<file path="src/rtl/regfile_pkg.sv">
// Shared state encoding and address qualifier for the scoreboarded register file.
package regfile_pkg;

   typedef enum logic {
      ST_CLEAR = 1'b0,
      ST_RUN   = 1'b1
   } state_e;

   // An address is live when it maps to an implemented register that is not the hardwired zero.
   function automatic logic addr_live(input int addr, input int depth, input logic zero_reg);
      return (addr < depth) && !(zero_reg && (addr == 0));
   endfunction

endpackage

</file>
<file path="src/rtl/regfile_scoreboard.sv">
// Pending-write scoreboard: one bit per register, reservation beats same-cycle write clear.
module regfile_scoreboard
   import regfile_pkg::*;
#(
   parameter int ADDR_W   = 5,
   parameter int DEPTH    = 32,
   parameter int ZERO_REG = 1
) (
   input  logic              clk,
   input  logic              rst,
   input  logic              run_i,
   input  logic              wr_i,
   input  logic [ADDR_W-1:0] wr_addr_i,
   input  logic              rsv_i,
   input  logic [ADDR_W-1:0] rsv_addr_i,
   input  logic [ADDR_W-1:0] rs_i,
   input  logic [ADDR_W-1:0] rt_i,
   output logic              haz_a_o,
   output logic              haz_b_o
);

   localparam int IDX_W = (DEPTH > 1) ? $clog2(DEPTH) : 1;

   logic [DEPTH-1:0] pending_q, pending_d;
   logic             rsv_act, rs_live, rt_live;

   assign rsv_act = run_i && rsv_i && addr_live(int'(rsv_addr_i), DEPTH, ZERO_REG != 0);
   assign rs_live = addr_live(int'(rs_i), DEPTH, ZERO_REG != 0);
   assign rt_live = addr_live(int'(rt_i), DEPTH, ZERO_REG != 0);

   always_comb begin
      pending_d = pending_q;
      if (wr_i) begin
         pending_d[wr_addr_i[IDX_W-1:0]] = 1'b0;
      end
      // Applied last: a reservation is a newer producer than the write retiring this cycle.
      if (rsv_act) begin
         pending_d[rsv_addr_i[IDX_W-1:0]] = 1'b1;
      end
   end

   always_ff @(posedge clk) begin
      if (rst) begin
         pending_q <= '0;
      end else begin
         pending_q <= pending_d;
      end
   end

   assign haz_a_o = run_i && rs_live && pending_q[rs_i[IDX_W-1:0]] && !(wr_i && (wr_addr_i == rs_i));
   assign haz_b_o = run_i && rt_live && pending_q[rt_i[IDX_W-1:0]] && !(wr_i && (wr_addr_i == rt_i));

endmodule

</file>
<file path="src/rtl/regfile_sb.sv">
// Register file with write-first bypass, sequenced post-reset clear and hazard scoreboard.
module regfile_sb
   import regfile_pkg::*;
#(
   parameter int DATA_W   = 32,
   parameter int ADDR_W   = 5,
   parameter int DEPTH    = 32,
   parameter int ZERO_REG = 1
) (
   input  logic              clk,
   input  logic              rst,
   input  logic              we,
   input  logic [ADDR_W-1:0] rd,
   input  logic [DATA_W-1:0] dataIn,
   input  logic [ADDR_W-1:0] rs,
   input  logic [ADDR_W-1:0] rt,
   input  logic              rsv,
   input  logic [ADDR_W-1:0] rsv_addr,
   output logic [DATA_W-1:0] regA,
   output logic [DATA_W-1:0] regB,
   output logic              hazA,
   output logic              hazB,
   output logic              ready
);

   localparam int IDX_W = (DEPTH > 1) ? $clog2(DEPTH) : 1;

   state_e            state_q, state_d;
   logic [ADDR_W-1:0] clr_idx_q, clr_idx_d;
   logic              ready_q, ready_d;
   logic [DATA_W-1:0] regA_q, regA_d, regB_q, regB_d;
   logic [DATA_W-1:0] mem_q [DEPTH];

   logic run, wr_act, rs_live, rt_live;

   assign run     = (state_q == ST_RUN);
   assign wr_act  = run && we && addr_live(int'(rd), DEPTH, ZERO_REG != 0);
   assign rs_live = addr_live(int'(rs), DEPTH, ZERO_REG != 0);
   assign rt_live = addr_live(int'(rt), DEPTH, ZERO_REG != 0);

   always_comb begin
      state_d   = state_q;
      clr_idx_d = clr_idx_q;
      ready_d   = ready_q;
      regA_d    = '0;
      regB_d    = '0;
      unique case (state_q)
         ST_CLEAR: begin
            clr_idx_d = clr_idx_q + 1'b1;
            if (clr_idx_q == ADDR_W'(DEPTH - 1)) begin
               state_d = ST_RUN;
               ready_d = 1'b1;
            end
         end
         ST_RUN: begin
            if (rs_live) begin
               regA_d = (wr_act && (rd == rs)) ? dataIn : mem_q[rs[IDX_W-1:0]];
            end
            if (rt_live) begin
               regB_d = (wr_act && (rd == rt)) ? dataIn : mem_q[rt[IDX_W-1:0]];
            end
         end
         default: state_d = ST_CLEAR;
      endcase
   end

   always_ff @(posedge clk) begin
      if (rst) begin
         state_q   <= ST_CLEAR;
         clr_idx_q <= '0;
         ready_q   <= 1'b0;
         regA_q    <= '0;
         regB_q    <= '0;
      end else begin
         state_q   <= state_d;
         clr_idx_q <= clr_idx_d;
         ready_q   <= ready_d;
         regA_q    <= regA_d;
         regB_q    <= regB_d;
      end
   end

   // Storage has no reset fan-out; the CLEAR walk zeroes one entry per cycle instead.
   always_ff @(posedge clk) begin
      if (!rst) begin
         if (state_q == ST_CLEAR) begin
            mem_q[clr_idx_q[IDX_W-1:0]] <= '0;
         end else if (wr_act) begin
            mem_q[rd[IDX_W-1:0]] <= dataIn;
         end
      end
   end

   regfile_scoreboard #(
      .ADDR_W   (ADDR_W),
      .DEPTH    (DEPTH),
      .ZERO_REG (ZERO_REG)
   ) u_scoreboard (
      .clk        (clk),
      .rst        (rst),
      .run_i      (run),
      .wr_i       (wr_act),
      .wr_addr_i  (rd),
      .rsv_i      (rsv),
      .rsv_addr_i (rsv_addr),
      .rs_i       (rs),
      .rt_i       (rt),
      .haz_a_o    (hazA),
      .haz_b_o    (hazB)
   );

   assign regA  = regA_q;
   assign regB  = regB_q;
   assign ready = ready_q;

endmodule

</file>
<file path="config.mk">
export PLATFORM = sky130hd
export DESIGN_NAME = regfile_sb
export DESIGN_NICKNAME = d
export VERILOG_FILES = /design/src/rtl/regfile_pkg.sv /design/src/rtl/regfile_scoreboard.sv /design/src/rtl/regfile_sb.sv
export SDC_FILE = /design/constraint.sdc
export NUM_CORES = 2
export LEC_CHECK = 0
export CAP_MARGIN = 15
export CELL_PAD_IN_SITES_DETAIL_PLACEMENT = 1
export CELL_PAD_IN_SITES_GLOBAL_PLACEMENT = 2
export CORE_MARGIN = 5
export CORE_UTILIZATION = 42
export DETAILED_ROUTE_END_ITERATION = 16
export PLACE_DENSITY_LB_ADDON = 0.15
export SYNTH_ARGS = -nofsm -noshare
export SYNTH_HDL_FRONTEND = slang
export SYNTH_HIERARCHICAL = 1
export SYNTH_SLANG_ARGS = --single-unit
export TNS_END_PERCENT = 50
</file>
<file path="constraint.sdc">
create_clock -name clk -period 3.8 [get_ports clk]
set_input_delay 0.76 -clock clk [delete_from_list [all_inputs] [get_ports clk]]
set_output_delay 0.76 -clock clk [all_outputs]
set_load 0.05 [all_outputs]
</file>
=== Word-level counts from Yosys, hierarchy flattened ===
Memory sizes are Yosys's and may differ from the RTL's. A register that Yosys moved wholly into a read port is not among the register bits.
Cells that the tools add are included.

* Bitwise logic cells: 4
* Equal/unequal tests: 3
* Add/sub/neg operators: 1
* Multiplexer cells: 22
* Reduce and logical (&&, ||, !) cells: 28
* Magnitude comparators: 6

{| class="wikitable"
|+ Operator list
! operator !! count
|-
| $mux W32 || 3
|-
| $and A32 B32 Y32 || 1
|-
| $not A32 Y32 || 1
|-
| $or A32 B32 Y32 || 1
|-
| $reduce_or A32 Y1 || 1
|-
| $lt A5 B6 Y1 const B || 4
|-
| $logic_not A5 Y1 || 4
|-
| $logic_and A1 B1 Y1 || 14
|-
| $mux W1 || 14
|-
| $bmux W1 S5 || 2
|-
| $demux W1 S5 || 2
|-
| $eq A5 B5 Y1 || 2
|-
| $ge A5 B1 Y1 const B || 2
|-
| $logic_not A1 Y1 || 6
|-
| $reduce_or A3 Y1 || 2
|-
| $add A5 B1 Y5 const B || 1
|-
| $eq A5 B5 Y1 const B || 1
|-
| $mux W5 || 1
|-
| $reduce_and A2 Y1 || 1
|-
| $not A1 Y1 || 1
|}

* Bits in registers: 39
* Memory bits (writable): 1024
* Bits of input ports: 56
* Logic and storage cells: 69
* Output and inout port bits: 67
* Memories: 1

{| class="wikitable"
|+ Memory list
! memory !! words !! width !! read ports !! clocked after Yosys merged registers in !! write ports !! RTL line !! source
|-
| mem_q || 32 || 32 || 2 || 2 || 1 || regfile_sb.sv:32 || <nowiki>logic [DATA_W-1:0] mem_q [DEPTH];</nowiki>
|}

=== Logic depth before layout (Yosys ltp) ===
* Word-level depth: 9
* Depth in mapped cells: 10

=== Modules after synthesis ===
The synthesis kept the hierarchy.

{| class="wikitable"
|+ Modules (own cells, without submodules)
! module !! instances !! area each (um^2) !! cells an instance
|-
| regfile_sb || 1 || 50970.1 || 3176
|-
| regfile_scoreboard || 1 || 2133.3 || 271
|}

=== Worst setup path after synthesis ===
No wires, ideal clock.

* Path type: input-to-reg
* Start: input rd[0]
* End: memory mem_q[24][0] (enable)
* Library setup time: 0.421 ns
* Cell stages on the path: 7
* Path buffers: 2
* Data arrival time: 3.461 ns
* Slack: -0.082 ns
* Cells stage by stage: nor4_1 > a21oi_1 > clkbuf_1 > clkbuf_1 > o32ai_1 > nand2_1 > nor2_1

* Longest elaborated chain between the ends: 9
* Elaborated cells between the ends (all ways): 10
* Classes of those cells: 6 x mux; 4 x reduce/logical

{| class="wikitable"
|+ RTL lines
! what !! RTL line !! source
|-
| start, declared || regfile_sb.sv:13 || <nowiki>input logic [ADDR_W-1:0] rd,</nowiki>
|-
| $logic_not A5 Y1 || regfile_pkg.sv:11 || <nowiki>return (addr < depth) && !(zero_reg && (addr == 0));</nowiki>
|-
| $logic_not A1 Y1 || regfile_pkg.sv:11 ||
|-
| $logic_and A1 B1 Y1 || regfile_sb.sv:37 || <nowiki>assign wr_act = run && we && addr_live(int'(rd), DEPTH, ZERO_REG != 0);</nowiki>
|-
| $mux W1 || regfile_sb.sv:88 || <nowiki>end else if (wr_act) begin</nowiki>
|-
| $mux W1 || regfile_sb.sv:86 || <nowiki>if (state_q == ST_CLEAR) begin</nowiki>
|-
| $mux W1 || regfile_sb.sv:85 || <nowiki>if (!rst) begin</nowiki>
|-
| $mux W1 (not written as such) || regfile_sb.sv:89 || <nowiki>mem_q[rd[IDX_W-1:0]] <= dataIn;</nowiki>
|-
| $reduce_or A32 Y1 (no line) || n/a ||
|-
| $mux W5 (no line) / $mux W1 (equally long branches) || n/a ||
|-
| end, declared || regfile_sb.sv:32 ||
|}

Parallel ways exist; a longest one is shown, timed or not.

=== Worst setup path in the final report ===
* Start: input rt[4]
* End: output hazB

* Longest elaborated chain between the ends: 5
* Elaborated cells between the ends (all ways): 10
* Classes of those cells: 1 x eq/ne; 2 x mux; 7 x reduce/logical

{| class="wikitable"
|+ RTL lines
! what !! RTL line !! source
|-
| start, declared || regfile_sb.sv:16 || <nowiki>input logic [ADDR_W-1:0] rt,</nowiki>
|-
| parallel branches: the longest is 4 deep, another holds $bmux W1 S5 || n/a ||
|-
| $logic_and A1 B1 Y1 * || regfile_scoreboard.sv:51 || <nowiki>assign haz_b_o = run_i && rt_live && pending_q[rt_i[IDX_W-1:0]] && !(wr_i && (wr_addr_i == rt_i));</nowiki>
|-
| end, declared || regfile_sb.sv:22 || <nowiki>output logic hazB,</nowiki>
|}

Mark *: on every way between the ends. The select of a mux whose other input is x is not followed.

==> impl_metrics.json <==
{
  "status": "finished, final reports clean",
  "finalHoldViolations": 0,
  "worst_ep_arrival_time_ns": 2.94,
  "clock_path_buffers": 3,
  "ys_seq_elements": 1127,
  "r2r-end": "regA[3]",
  "antenna_found_initial": 4,
  "synth.distinct_cells": 60,
  "grt_pass1_wl_mm": 277.9,
  "final_common_cell": "edfxtp_1",
  "layout-drive-gt1-share_pct": 26.67,
  "synth-edff-count": 1024,
  "drtPass1Iterations": 5,
  "finalSetupTns_ns": 0,
  "crit_path_top_delay_cell": "clkdlybuf4s50_1",
  "grt-ovfl-total": 0,
  "drt-initial-drc-count": 3369,
  "cts_tree": "built",
  "grt_usage_pct": 29.21,
  "fmaxAchievable_mhz": 270.4,
  "syn_avg_cell_area_um2": 15.41,
  "start_util_pct": 42.29,
  "die_area_um2": 133600,
  "synth_nets": 3505,
  "yosys.area.top_type": "edfxtp_1",
  "holdWs_ns": 0.4857,
  "synth_area_um2": 53100,
  "r2r_start": "run",
  "r2r_setup_slack_ns": 1.01,
  "start_kind": "input port",
  "cp.required_ns": 3.04,
  "critPathMaxStageDelay_ns": 0.86,
  "clock_sinks": 1127,
  "post-place-cells": 5241,
  "hold_class": "reg2reg",
  "cts-htree-levels": 4,
  "r2r_cells": 7,
  "area_delta_synth_final_pct": 18.96,
  "synth_ff_type": "edfxtp_1",
  "synth_top_cell_area_share_pct": 57.90,
  "wl_mm": 195.1,
  "die_h_um": 365.6,
  "crit_path_max_fanout": 11,
  "vias": 34960,
  "ant_nets": 0,
  "postPlaceCellArea_um2": 58950,
  "die_width_um": 365.6,
  "first_global_vias": 37120,
  "num-nets-final": 3781,
  "min_period_over_period_pct": 97.31,
  "numPortBuffers": 122,
  "min_to": "ready",
  "period_needed_ns": 3.698,
  "utilization_pct": 50.31,
  "clk_pin_slew_ns": 0.06,
  "clk_latency_ns": 0.77,
  "via_per_inst": 6.381,
  "ir_drop_uv": 520.2,
  "slew_headroom_pct": 30.52,
  "max_cap_viol_count": 0,
  "io_pins": 123,
  "power.density_nw_per_um2": 444.1,
  "grt_setup_unrepaired": "false",
  "cts_buffers": 130,
  "fin_cells": 5479,
  "synthArstFlopShare_pct": 0,
  "design_area_um2": 63170,
  "drc": 0,
  "leakagePower_nw": 20.47,
  "cts_root_buf": "clkbuf_16",
  "gp_congestion": 0.8366,
  "syn_inst": 3447,
  "coreArea_um2": 125600,
  "fin_skew_ns": 0.02724,
  "drv_slew": 0,
  "cp-end-kind": "output port",
  "crit_type": "in2out",
  "ys.warnings.count": 6,
  "rows": 130,
  "grt_max_degree": 65,
  "wire_per_inst_um": 35.61,
  "hp-start": "ready",
  "min_path_cells": 2,
  "synthTopCellsByArea": "edfxtp_1 (58%), mux4_2 (9.9%), mux2i_1 (8.2%), mux2_2 (4.4%), dfxtp_1 (3.9%)",
  "cp_cell_sequence": "clkdlybuf4s50_1, a21oi_1, a311oi_1, a2111oi_0, nor4_1, buf_4, buf_12",
  "tightestPinTransition_ns": 1.034,
  "final_cell_mix": "edfxtp_1 (1024), mux2i_1 (437), a22oi_1 (238)",
  "hold_buffers": 0,
  "setup_viol": 0,
  "post-dp-hpwl_mm": 122.5,
  "cts_setup_buffers": 0,
  "ys_seq_area_share_pct": 61.79
}
-- state kept, by name, summed over array words and instances, names as in the netlist --
signal / cells
u_scoreboard/pending_q: 32
ready: 1
run: 1
regA: 32
clr_idx_q: 5
mem_q: 1024
regB: 32
-- what timing repair did --
action | 4_1_cts | 5_1_grt
setup endpoints to repair | 0 | 2
gates resized for setup | 0 | 2
hold endpoints to repair | 0 | 0
-- synth_stat cells, types with 61 or more instances --
cell,n
mux2i_1,437
o22ai_1,122
mux4_2,234
edfxtp_1,1024
dfxtp_1,103
clkbuf_1,135
buf_2,93
a21oi_1,61
mux2_2,206
nor2_1,186
a22oi_1,238
nand2_1,182
-- cell families after synthesis --
logic type	share of synthesized area [%]
xor gates and xnor gates	0.2144
adders and majority gates	0.04712
AOI/OAI and AO/OA	8.199
buffers and inverters	2.408
DFF	61.79
and+or+nand+nor	4.814
muxes	22.53
-- through the flow --
| step | total power, mW | setup slack [ns] |
|---|---|---|
| 6_report | 28.06 | 0.1024 |
| 5_1_grt | 28.91 | 0.02574 |
| 4_1_cts | 28.26 | 0.08526 |
| 3_5_place_dp | 15.80 | -0.1119 |
| 3_3_place_gp | 15.77 | -0.06936 |
| 2_1_floorplan | 14.88 | -0.08228 |
-- where the power goes --
part,total [mW],internal (mW),switching (mW)
sequential,13.4,13.4,0.0406
clock,12.5,7.28,5.22
combinational,2.11,0.810,1.30
total,28.1,21.5,6.56
-- worst max path at each step --
stage | start | depth (start not counted) | endpoint | slack, ns
after detailed placement | rt[4] | 9 | regB[1] | -0.11
after CTS | rt[2] | 9 | hazB | 0.09
after global routing | rt[4] | 7 | hazB | 0.03
final | rt[4] | 7 | hazB | 0.10
after floorplan | rd[0] | 7 | mem_q[24][0] | -0.08
after global placement | rt[4] | 9 | regB[1] | -0.07
-- metal layers --
metal	share of wire, %	track usage [%]
met5	0.014	0
met4	4.1	11.31
met3	6.9	5.348
met2	47	47.23
met1	42	39.48
-- layout make-up --
cell class / count / area (um^2)
antenna: 1 / 2.502
clock buffer: 172 / 3585
clock inverter: 65 / 630.6
fill: 11870 / 62400
inverter: 9 / 33.78
multi-input combinational: 2043 / 19370
sequential: 1127 / 32810
tap: 1650 / 2064
timing repair buffer: 412 / 4673
-- worst max-delay path: cells and delay by family --
family          cells  cell delay [ns]
buf+inv             3             1.19
compound gates      3             0.56
simple gates        1             0.42
No activity file was read; power rests on OpenSTA's default activity.
